## config.mk

```make
export PLATFORM = sky130hd
export DESIGN_NAME = cache_mem_arbiter
export DESIGN_NICKNAME = d
export VERILOG_FILES = /design/src/rtl/cache_arb_pkg.sv /design/src/rtl/cache_mem_arbiter_rr_pick.sv /design/src/rtl/cache_mem_arbiter.sv
export SDC_FILE = /design/constraint.sdc
export NUM_CORES = 1
export LEC_CHECK = 0
export CAP_MARGIN = 30
export CORE_ASPECT_RATIO = 0.5
export CORE_MARGIN = 4
export CORE_UTILIZATION = 22
export DETAILED_ROUTE_END_ITERATION = 6
export PLACE_DENSITY = 0.84
export SLEW_MARGIN = 20
export SYNTH_ARGS = -nofsm -noshare
export SYNTH_HDL_FRONTEND = slang
export SYNTH_SLANG_ARGS = --single-unit
```

## constraint.sdc

```tcl
create_clock -name clk -period 1.5 [get_ports clk]
set_input_delay 0.15 -clock clk [delete_from_list [all_inputs] [get_ports clk]]
set_output_delay 0.15 -clock clk [all_outputs]
set_load 0.05 [all_outputs]
```

## src/rtl/cache_arb_pkg.sv

```systemverilog
// Shared types and width helpers for the cache memory-port arbiter.
package cache_arb_pkg;

  typedef enum logic [1:0] {
    ST_IDLE     = 2'b00,
    ST_REQUEST  = 2'b01,
    ST_RESPONSE = 2'b10
  } arb_state_e;

  // Index width for n masters; never below 1 so a 2-master slice stays legal.
  function automatic int idx_width(input int n);
    return (n > 2) ? $clog2(n) : 1;
  endfunction

  function automatic int ctr_width(input int timeout);
    return (timeout > 1) ? $clog2(timeout + 1) : 1;
  endfunction

endpackage

```

## src/rtl/cache_mem_arbiter_rr_pick.sv

```systemverilog
// Round-robin picker: first requesting index found scanning cyclically from ptr_i.
module rr_pick
  import cache_arb_pkg::*;
#(
  parameter int N     = 2,
  parameter int IDX_W = 1
) (
  input  logic [N-1:0]     req_i,
  input  logic [IDX_W-1:0] ptr_i,
  output logic [IDX_W-1:0] winner_o,
  output logic             any_o
);

  logic [IDX_W:0] idx_s;
  logic           hit_s;

  // Offsets are visited in increasing order; the first hit is kept.
  always_comb begin
    winner_o = '0;
    any_o    = 1'b0;
    idx_s    = '0;
    hit_s    = 1'b0;
    for (int i = 0; i < N; i++) begin
      idx_s    = {1'b0, ptr_i} + (IDX_W + 1)'(i);
      idx_s    = (idx_s >= (IDX_W + 1)'(N)) ? idx_s - (IDX_W + 1)'(N) : idx_s;
      hit_s    = !any_o && req_i[idx_s[IDX_W-1:0]];
      winner_o = hit_s ? idx_s[IDX_W-1:0] : winner_o;
      any_o    = any_o | hit_s;
    end
  end

endmodule

```

## src/rtl/cache_mem_arbiter.sv

```systemverilog
// Shares one req/gnt/rvalid memory port between N cache masters with
// round-robin arbitration, per-master line lock and a response watchdog.
module cache_mem_arbiter
  import cache_arb_pkg::*;
#(
  parameter int N_MASTERS = 2,
  parameter int TIMEOUT   = 255
) (
  input  logic                      clk,
  input  logic                      reset,
  input  logic [N_MASTERS-1:0]      m_req_i,
  input  logic [N_MASTERS*32-1:0]   m_addr_i,
  input  logic [N_MASTERS*32-1:0]   m_wdata_i,
  input  logic [N_MASTERS-1:0]      m_we_i,
  input  logic [N_MASTERS*4-1:0]    m_be_i,
  input  logic [N_MASTERS-1:0]      m_lock_i,
  output logic [N_MASTERS-1:0]      m_gnt_o,
  output logic [N_MASTERS-1:0]      m_rvalid_o,
  output logic [31:0]               m_rdata_o,
  output logic [N_MASTERS-1:0]      m_error_o,
  output logic [31:0]               mem_addr_o,
  output logic [31:0]               mem_wdata_o,
  output logic                      mem_we_o,
  output logic                      mem_req_o,
  output logic [3:0]                mem_be_o,
  input  logic [31:0]               mem_rdata_i,
  input  logic                      mem_gnt_i,
  input  logic                      mem_rvalid_i,
  input  logic                      mem_error_i
);

  localparam int                 IDX_W    = idx_width(N_MASTERS);
  localparam int                 WD_W     = ctr_width(TIMEOUT);
  localparam bit                 WD_EN    = (TIMEOUT != 0);
  localparam logic [WD_W-1:0]    WD_LAST  = WD_W'((TIMEOUT > 0) ? TIMEOUT - 1 : 0);
  localparam logic [WD_W-1:0]    WD_MAX   = {WD_W{1'b1}};
  localparam logic [IDX_W-1:0]   LAST_IDX = IDX_W'(N_MASTERS - 1);

  arb_state_e           state_q, state_d;
  logic [IDX_W-1:0]     owner_q, owner_d;
  logic [IDX_W-1:0]     rr_ptr_q, rr_ptr_d;
  logic                 lock_hold_q, lock_hold_d;
  logic [WD_W-1:0]      wd_ctr_q, wd_ctr_d;

  logic [IDX_W-1:0]     pick_s;
  logic                 any_s;
  logic [IDX_W-1:0]     next_ptr_s;
  logic                 timeout_s;
  logic [N_MASTERS-1:0] owner_oh_s;

  logic [31:0]          addr_s  [N_MASTERS];
  logic [31:0]          wdata_s [N_MASTERS];
  logic [3:0]           be_s    [N_MASTERS];

  for (genvar k = 0; k < N_MASTERS; k++) begin : g_slice
    assign addr_s[k]  = m_addr_i[32*k +: 32];
    assign wdata_s[k] = m_wdata_i[32*k +: 32];
    assign be_s[k]    = m_be_i[4*k +: 4];
  end

  rr_pick #(
    .N     (N_MASTERS),
    .IDX_W (IDX_W)
  ) u_rr_pick (
    .req_i    (m_req_i),
    .ptr_i    (rr_ptr_q),
    .winner_o (pick_s),
    .any_o    (any_s)
  );

  // Explicit wrap keeps the pointer legal for non-power-of-2 master counts.
  assign next_ptr_s = (owner_q == LAST_IDX) ? {IDX_W{1'b0}} : owner_q + IDX_W'(1);
  assign timeout_s  = WD_EN && (wd_ctr_q == WD_LAST);
  assign owner_oh_s = {{(N_MASTERS-1){1'b0}}, 1'b1} << owner_q;

  always_ff @(posedge clk) begin
    if (reset) begin
      state_q     <= ST_IDLE;
      owner_q     <= '0;
      rr_ptr_q    <= '0;
      lock_hold_q <= 1'b0;
      wd_ctr_q    <= '0;
    end else begin
      state_q     <= state_d;
      owner_q     <= owner_d;
      rr_ptr_q    <= rr_ptr_d;
      lock_hold_q <= lock_hold_d;
      wd_ctr_q    <= wd_ctr_d;
    end
  end

  always_comb begin
    state_d     = state_q;
    owner_d     = owner_q;
    rr_ptr_d    = rr_ptr_q;
    lock_hold_d = lock_hold_q;
    wd_ctr_d    = wd_ctr_q;
    m_gnt_o     = '0;
    m_rvalid_o  = '0;
    m_error_o   = '0;
    m_rdata_o   = 32'h0000_0000;
    mem_req_o   = 1'b0;
    mem_addr_o  = 32'h0000_0000;
    mem_wdata_o = 32'h0000_0000;
    mem_we_o    = 1'b0;
    mem_be_o    = 4'b0000;

    case (state_q)
      ST_IDLE: begin
        if (lock_hold_q && m_req_i[owner_q]) begin
          state_d = ST_REQUEST;
        end else begin
          // A lapsed lock falls straight through to normal arbitration.
          lock_hold_d = 1'b0;
          if (any_s) begin
            owner_d = pick_s;
            state_d = ST_REQUEST;
          end else begin
            state_d = ST_IDLE;
          end
        end
      end

      ST_REQUEST: begin
        mem_req_o   = 1'b1;
        mem_addr_o  = addr_s[owner_q];
        mem_wdata_o = wdata_s[owner_q];
        mem_we_o    = m_we_i[owner_q];
        mem_be_o    = be_s[owner_q];
        if (mem_gnt_i) begin
          m_gnt_o  = owner_oh_s;
          wd_ctr_d = '0;
          state_d  = ST_RESPONSE;
        end else begin
          state_d  = ST_REQUEST;
        end
      end

      ST_RESPONSE: begin
        wd_ctr_d  = (wd_ctr_q == WD_MAX) ? wd_ctr_q : wd_ctr_q + WD_W'(1);
        m_rdata_o = mem_rdata_i;
        if (mem_rvalid_i) begin
          m_rvalid_o  = owner_oh_s;
          m_error_o   = mem_error_i ? owner_oh_s : '0;
          lock_hold_d = m_lock_i[owner_q];
          rr_ptr_d    = m_lock_i[owner_q] ? rr_ptr_q : next_ptr_s;
          state_d     = ST_IDLE;
        end else if (timeout_s) begin
          m_rvalid_o  = owner_oh_s;
          m_error_o   = owner_oh_s;
          m_rdata_o   = 32'h0000_0000;
          lock_hold_d = 1'b0;
          rr_ptr_d    = next_ptr_s;
          state_d     = ST_IDLE;
        end else begin
          state_d     = ST_RESPONSE;
        end
      end

      default: begin
        state_d = ST_IDLE;
      end
    endcase
  end

endmodule

```

==> summary.md, run 1 <==
| Metric | Value |
|---|---|
| Commonest register cell after synthesis | `sky130_fd_sc_hd__dfxtp_1` |
| Cell types with the largest area share after synthesis | `sky130_fd_sc_hd__mux2i_1, sky130_fd_sc_hd__nor2_1, sky130_fd_sc_hd__dfxtp_1` |
| Tool Error | `[ERROR DPL-0038] Utilization greater than 100%, impossible to legalize` |
| Total nets after synthesis | `468` |
| Synthesized netlist cell count | `287` |
| Endpoint with the least setup slack after the last repair | `m_rdata_o[15]` |
| Share of synthesized flip-flops with an asynchronous set or reset | `0` |
| Port Buf Inserts | `286` |
| GPL Wtd Cong | `0.854` |
| Total of flip-flops plus latches after synthesis | `13` |
| Worst endpoint kind after the last repair | `top-level output` |
| Stage where the flow stopped | `global routing (5_1_grt)` |
| Leading area contributor after synthesis | `sky130_fd_sc_hd__mux2i_1` |
| Hold buffers post-CTS | `0` |
| Run status | `aborted with a tool error` |
| Top-area cell type share of the netlist area | `0.345` |
| Total clock buffers created by CTS | `3` |
| Number of clock sinks seen by CTS | `13` |
| Post-synthesis sequential area ratio | `0.128` |
| Initial Utilization | `0.229` |
| Synth cell types | `39` |
| Std cell rows | `24` |
| Boundary Pins | `287` |
| Number of H-tree levels | `1` |
| Longest Clk Path Bufs | `2` |
| Most frequent cell after synthesis | `sky130_fd_sc_hd__nor2_1` |
| Die outline width | `around 140 um` |
| Summed instance area of the synthesized netlist | `2030 um2` |
| Die Height | `~76 um` |
| Total number of yosys warnings | `0` |
| Most used standard cells in the synthesized netlist | `sky130_fd_sc_hd__nor2_1, sky130_fd_sc_hd__mux2i_1, sky130_fd_sc_hd__and2_1` |
| Half-perimeter wire length after detailed placement | `11,100 um` |
| Clock Tree Root | `sky130_fd_sc_hd__clkbuf_16` |
| Post-synthesis area per instance | `7.08 um2` |
| Number of flops mapped to enable cells by yosys | `0` |
| Pin count of the biggest net entering global routing | `33` |
-- through the flow --
stage	util	setup TNS, ns	setup slack [ns]	instances	cell area (um2)
after CTS	0.959	-23.90	-0.403	744	8500
after detailed placement	0.742	-3.58	-0.116	693	6580
after floorplan	-	-12.16	-0.194	287	2360
after global placement	0.742	-1.51	-0.0736	693	6580
-- logic make-up after synthesis --
group / after synthesis / share of synthesized area
adder cells (fa/ha/maj): 2 / 0.0123
AND/OR/NAND/NOR: 146 / 0.352
multiplexers: 73 / 0.361
flip-flops: 13 / 0.128
buffers and inverters: 27 / 0.0566
AO/OA/AOI/OAI: 26 / 0.0899
-- timing repair --
item	in CTS
setup buffers	29
gates resized for setup	216
setup endpoints to repair	113
cloned	19
pin swaps	64
==> run 2, diff against run 1 <==
--- a/config.mk
+++ b/config.mk
@@ -6,11 +6,10 @@
 export NUM_CORES = 1
 export LEC_CHECK = 0
 export CAP_MARGIN = 30
-export CORE_ASPECT_RATIO = 0.5
-export CORE_MARGIN = 4
-export CORE_UTILIZATION = 22
+export CORE_AREA = 4 4 110 112
 export DETAILED_ROUTE_END_ITERATION = 6
-export PLACE_DENSITY = 0.84
+export DIE_AREA = 0 0 114 116
+export PLACE_DENSITY_LB_ADDON = 0.15
 export SLEW_MARGIN = 20
 export SYNTH_ARGS = -nofsm -noshare
 export SYNTH_HDL_FRONTEND = slang
==> constraint.sdc (replaced) <==
create_clock -name clk -period 1.95 [get_ports clk]
set_input_delay 0.195 -clock clk [delete_from_list [all_inputs] [get_ports clk]]
set_output_delay 0.195 -clock clk [all_outputs]
set_load 0.05 [all_outputs]
==> summary.md, run 2 <==
| Metric | Value |
|---|---|
| Die Footprint | `13,200 um2` |
| Reg area | `275 um2` |
| Most frequent cell after synthesis | `sky130_fd_sc_hd__nor2_1` |
| Core Box Area | `11,200 um2` |
| Largest Register | `wd_ctr_q` |
| Initial antenna violation count | `0` |
| Number of instances in the placed design | `699 (+0.87%)` |
| Initial Utilization | `0.181 (-0.0483)` |
| Share of cells above drive strength 1 | `0.246` |
| Worst setup timing slack at the placement stage | `0.196 ns (+0.312 ns)` |
| Final Hold Viols | `0` |
| CP Class | `reg -> out` |
| Total of flip-flops plus latches after synthesis | `13 (unchanged)` |
| Residual antenna-violating net count after detailed routing | `0` |
| Global-route track usage on met3 | `0.0627` |
| Max-slew violation total from the final report | `0` |
| Nets | `between 700 and 800` |
| Highest ir drop seen on vdd | `382 uV` |
| Min Clock Period, post-route | `a little under 2 ns` |
| Worst setup EP type | `primary output` |
| Unrepaired setup endpoints after global routing | `yes` |
| Commonest register cell after synthesis | `sky130_fd_sc_hd__dfxtp_1` |
| Synthesized netlist cell count | `287 (unchanged)` |
| Run status | `completed` |
| Data arrival, critical path | `1.73 ns` |
| Clock latency of the later-clocked register in the worst-skew pair | `between 0.2 and 0.25 ns` |
| Number of global-route vias before repair | `3,051` |
| Std cell rows | `39 (+63%)` |
| Logic depth of the worst register-to-register path | `5` |
| Layout overhead on the synthesized area | `209%` |
| Clock-pin slew reported for the worst setup and hold paths after clock tree synthesis | `0.04 ns` |
| Final critical-path share of the clock period | `0.986` |
| Number of max-cap violations | `0` |
| Number of H-tree levels | `1 (unchanged)` |
| Slew margin rel. | `0.682` |
| Worst Hold Depth | `1` |
| Non-filler instance count after layout | `between 700 and 800` |
| Post-synthesis sequential area ratio | `0.128 (unchanged)` |
| Average vias per placed instance | `4.36` |
| Iteration-0 DRC Markers | `153` |
| Port Buf Inserts | `286 (unchanged)` |
| Total clock buffers created by CTS | `3 (unchanged)` |
| Post-synthesis area per instance | `7.08 um2 (unchanged)` |
| Commonest non-fill, non-tap cell in the layout | `sky130_fd_sc_hd__clkdlybuf4s50_1` |
| GPL Wtd Cong | `0.853 (about the same)` |
| Die Height | `116 um (+53%)` |
| Fin Setup TNS | `0 ns` |
| Longest Clk Path Bufs | `2 (unchanged)` |
| First-pass GRT wire length | `17,600 um` |
| Hold buffers post-CTS | `0 (unchanged)` |
| Antenna cell count | `0` |
| Worst Hold Slack | `about 0.44 ns` |
| Leading area contributor after synthesis | `sky130_fd_sc_hd__mux2i_1` |
| Total number of yosys warnings | `0 (unchanged)` |
| TritonCTS clock tree | `yes` |
| Final core utilization | `0.559` |
| Clock Tree Root | `sky130_fd_sc_hd__clkbuf_16` |
| Worst path setup slack after routing | `0.0277 ns` |
| Worst-margin pin slew | `0.477 ns` |
| Wire length per cell after detailed routing | `roughly 18 um` |
| Highest clock rate | `520 MHz` |
| Router iterations before antenna repair | `4` |
| Power density over the cells | `421 nW/um2` |
| Total GRT Usage | `0.167` |
| Summed instance area of the synthesized netlist | `2030 um2 (unchanged)` |
| Worst Skew | `0.00144 ns` |
| Boundary Pins | `287 (unchanged)` |
| Met2 track demand over resource in global routing | `0.316` |
| Largest registers | `wd_ctr_q (8), state_q (2)` |
| Top-area cell type share of the netlist area | `0.345 (unchanged)` |
| Half-perimeter wire length after detailed placement | `10,400 um (-6.0%)` |
| Detailed-route DRC error count | `0` |
| Synth cell types | `39 (unchanged)` |
| Global route hottest layer | `met2` |
| Share of synthesized flip-flops with an asynchronous set or reset | `0 (unchanged)` |
| Number of flops mapped to enable cells by yosys | `0 (unchanged)` |
| Die outline width | `114 um (-21%)` |
| Most frequent cells in the layout | `sky130_fd_sc_hd__clkdlybuf4s50_1, sky130_fd_sc_hd__buf_12, sky130_fd_sc_hd__nor2_1` |
| Setup crit start kind | `register` |
| Number of endpoints failing setup at the final stage | `0` |
| Fillers | `1,005` |
| Pin count of the biggest net entering global routing | `70` |
| Class of the tightest hold or removal check | `reg -> reg` |
| WL final | `12,400 um` |
| Via count | `approximately 3,000` |
| Maximum fanout encountered on the critical timing path | `32` |
| Number of flip-flops under the largest register name | `8` |
| Number of clock sinks seen by CTS | `13 (unchanged)` |
| Crit path required time | `1.75 ns` |
| Remaining Overflow, GRT | `0` |
| Footprint of the multi-input gates | `1700 um2` |
| Total nets after synthesis | `468 (unchanged)` |
| Static leakage | `2.44 nW` |
| Cell types with the largest area share after synthesis | `sky130_fd_sc_hd__mux2i_1, sky130_fd_sc_hd__nor2_1, sky130_fd_sc_hd__dfxtp_1` |
| Met1 global-route usage | `0.185` |
| Most used standard cells in the synthesized netlist | `sky130_fd_sc_hd__nor2_1, sky130_fd_sc_hd__mux2i_1, sky130_fd_sc_hd__and2_1` |
[run 2: cell counts after synthesis]
No cell type changed its count.
[run 2: worst max-delay path, cell delays in order (launching register included)]
cell and delay (ns):
sky130_fd_sc_hd__dfxtp_2 0.35, sky130_fd_sc_hd__and4_4 0.27, sky130_fd_sc_hd__nand4_1 0.13, sky130_fd_sc_hd__o21a_1 0.23
sky130_fd_sc_hd__buf_8 0.16, sky130_fd_sc_hd__and2_1 0.19, sky130_fd_sc_hd__buf_12 0.15
[run 2: metal layers]
| metal | vias to the layer above | part of all wire |
|---|---|---|
| met5 | - | 0 |
| met4 | 0 | 0.0094 |
| met3 | 10 | 0.11 |
| met2 | 167 | 0.53 |
| met1 | 1364 | 0.35 |
| li1 | 1527 | - |
[run 2: report_power, final]
part	total, W	switching (W)	internal (W)
clock	0.000381	0.000106	0.000275
sequential	0.000282	0.0000111	0.000271
combinational	0.00198	0.000957	0.00102
[run 2: metrics by stage]
stage	instance area, um2	power (W)
after floorplan	2040	0.00117
after global placement	6140	0.00226
after detailed placement	6140	0.00227
after CTS	6230	0.00267
after global routing	6270	0.00276
final	6270	0.00264
[run 2: cell type report]
type / count / area share
clock buffer: 4 / 0.0126
inverter: 4 / 0.00239
timing repair buffer: 293 / 0.642
tap: 143 / 0.0285
sequential: 13 / 0.0439
multi-input combinational: 247 / 0.271
[run 2: path summary, 6_finish.rpt]
path                                          startpoint                       end  slack (ns)
worst min-delay path            wd_ctr_q[7]$_SDFFE_PP0P_  wd_ctr_q[7]$_SDFFE_PP0P_        0.44
worst min register to register  wd_ctr_q[7]$_SDFFE_PP0P_  wd_ctr_q[7]$_SDFFE_PP0P_        0.44
worst max-delay path            wd_ctr_q[6]$_SDFFE_PP0P_             m_rdata_o[28]        0.03
worst max register to register  wd_ctr_q[0]$_SDFFE_PP0P_  wd_ctr_q[1]$_SDFFE_PP0P_        0.24
[run 2: cells by family after synthesis]
| logic type | Yosys count | share of synthesized area |
|---|---|---|
| adders and majority gates | 2 | 0.0123 |
| AOI/OAI and AO/OA | 26 | 0.0899 |
| buffers and inverters | 27 | 0.0566 |
| DFF | 13 | 0.128 |
| muxes | 73 | 0.361 |
| and+or+nand+nor | 146 | 0.352 |
[run 2: timing repair]
action,in CTS,in global routing
pin swaps,1,1
resized for setup,3,12
gates cloned,0,0
buffers inserted,0,1
endpoints found under the setup margin,34,36
(Power assumes the default switching activity.)
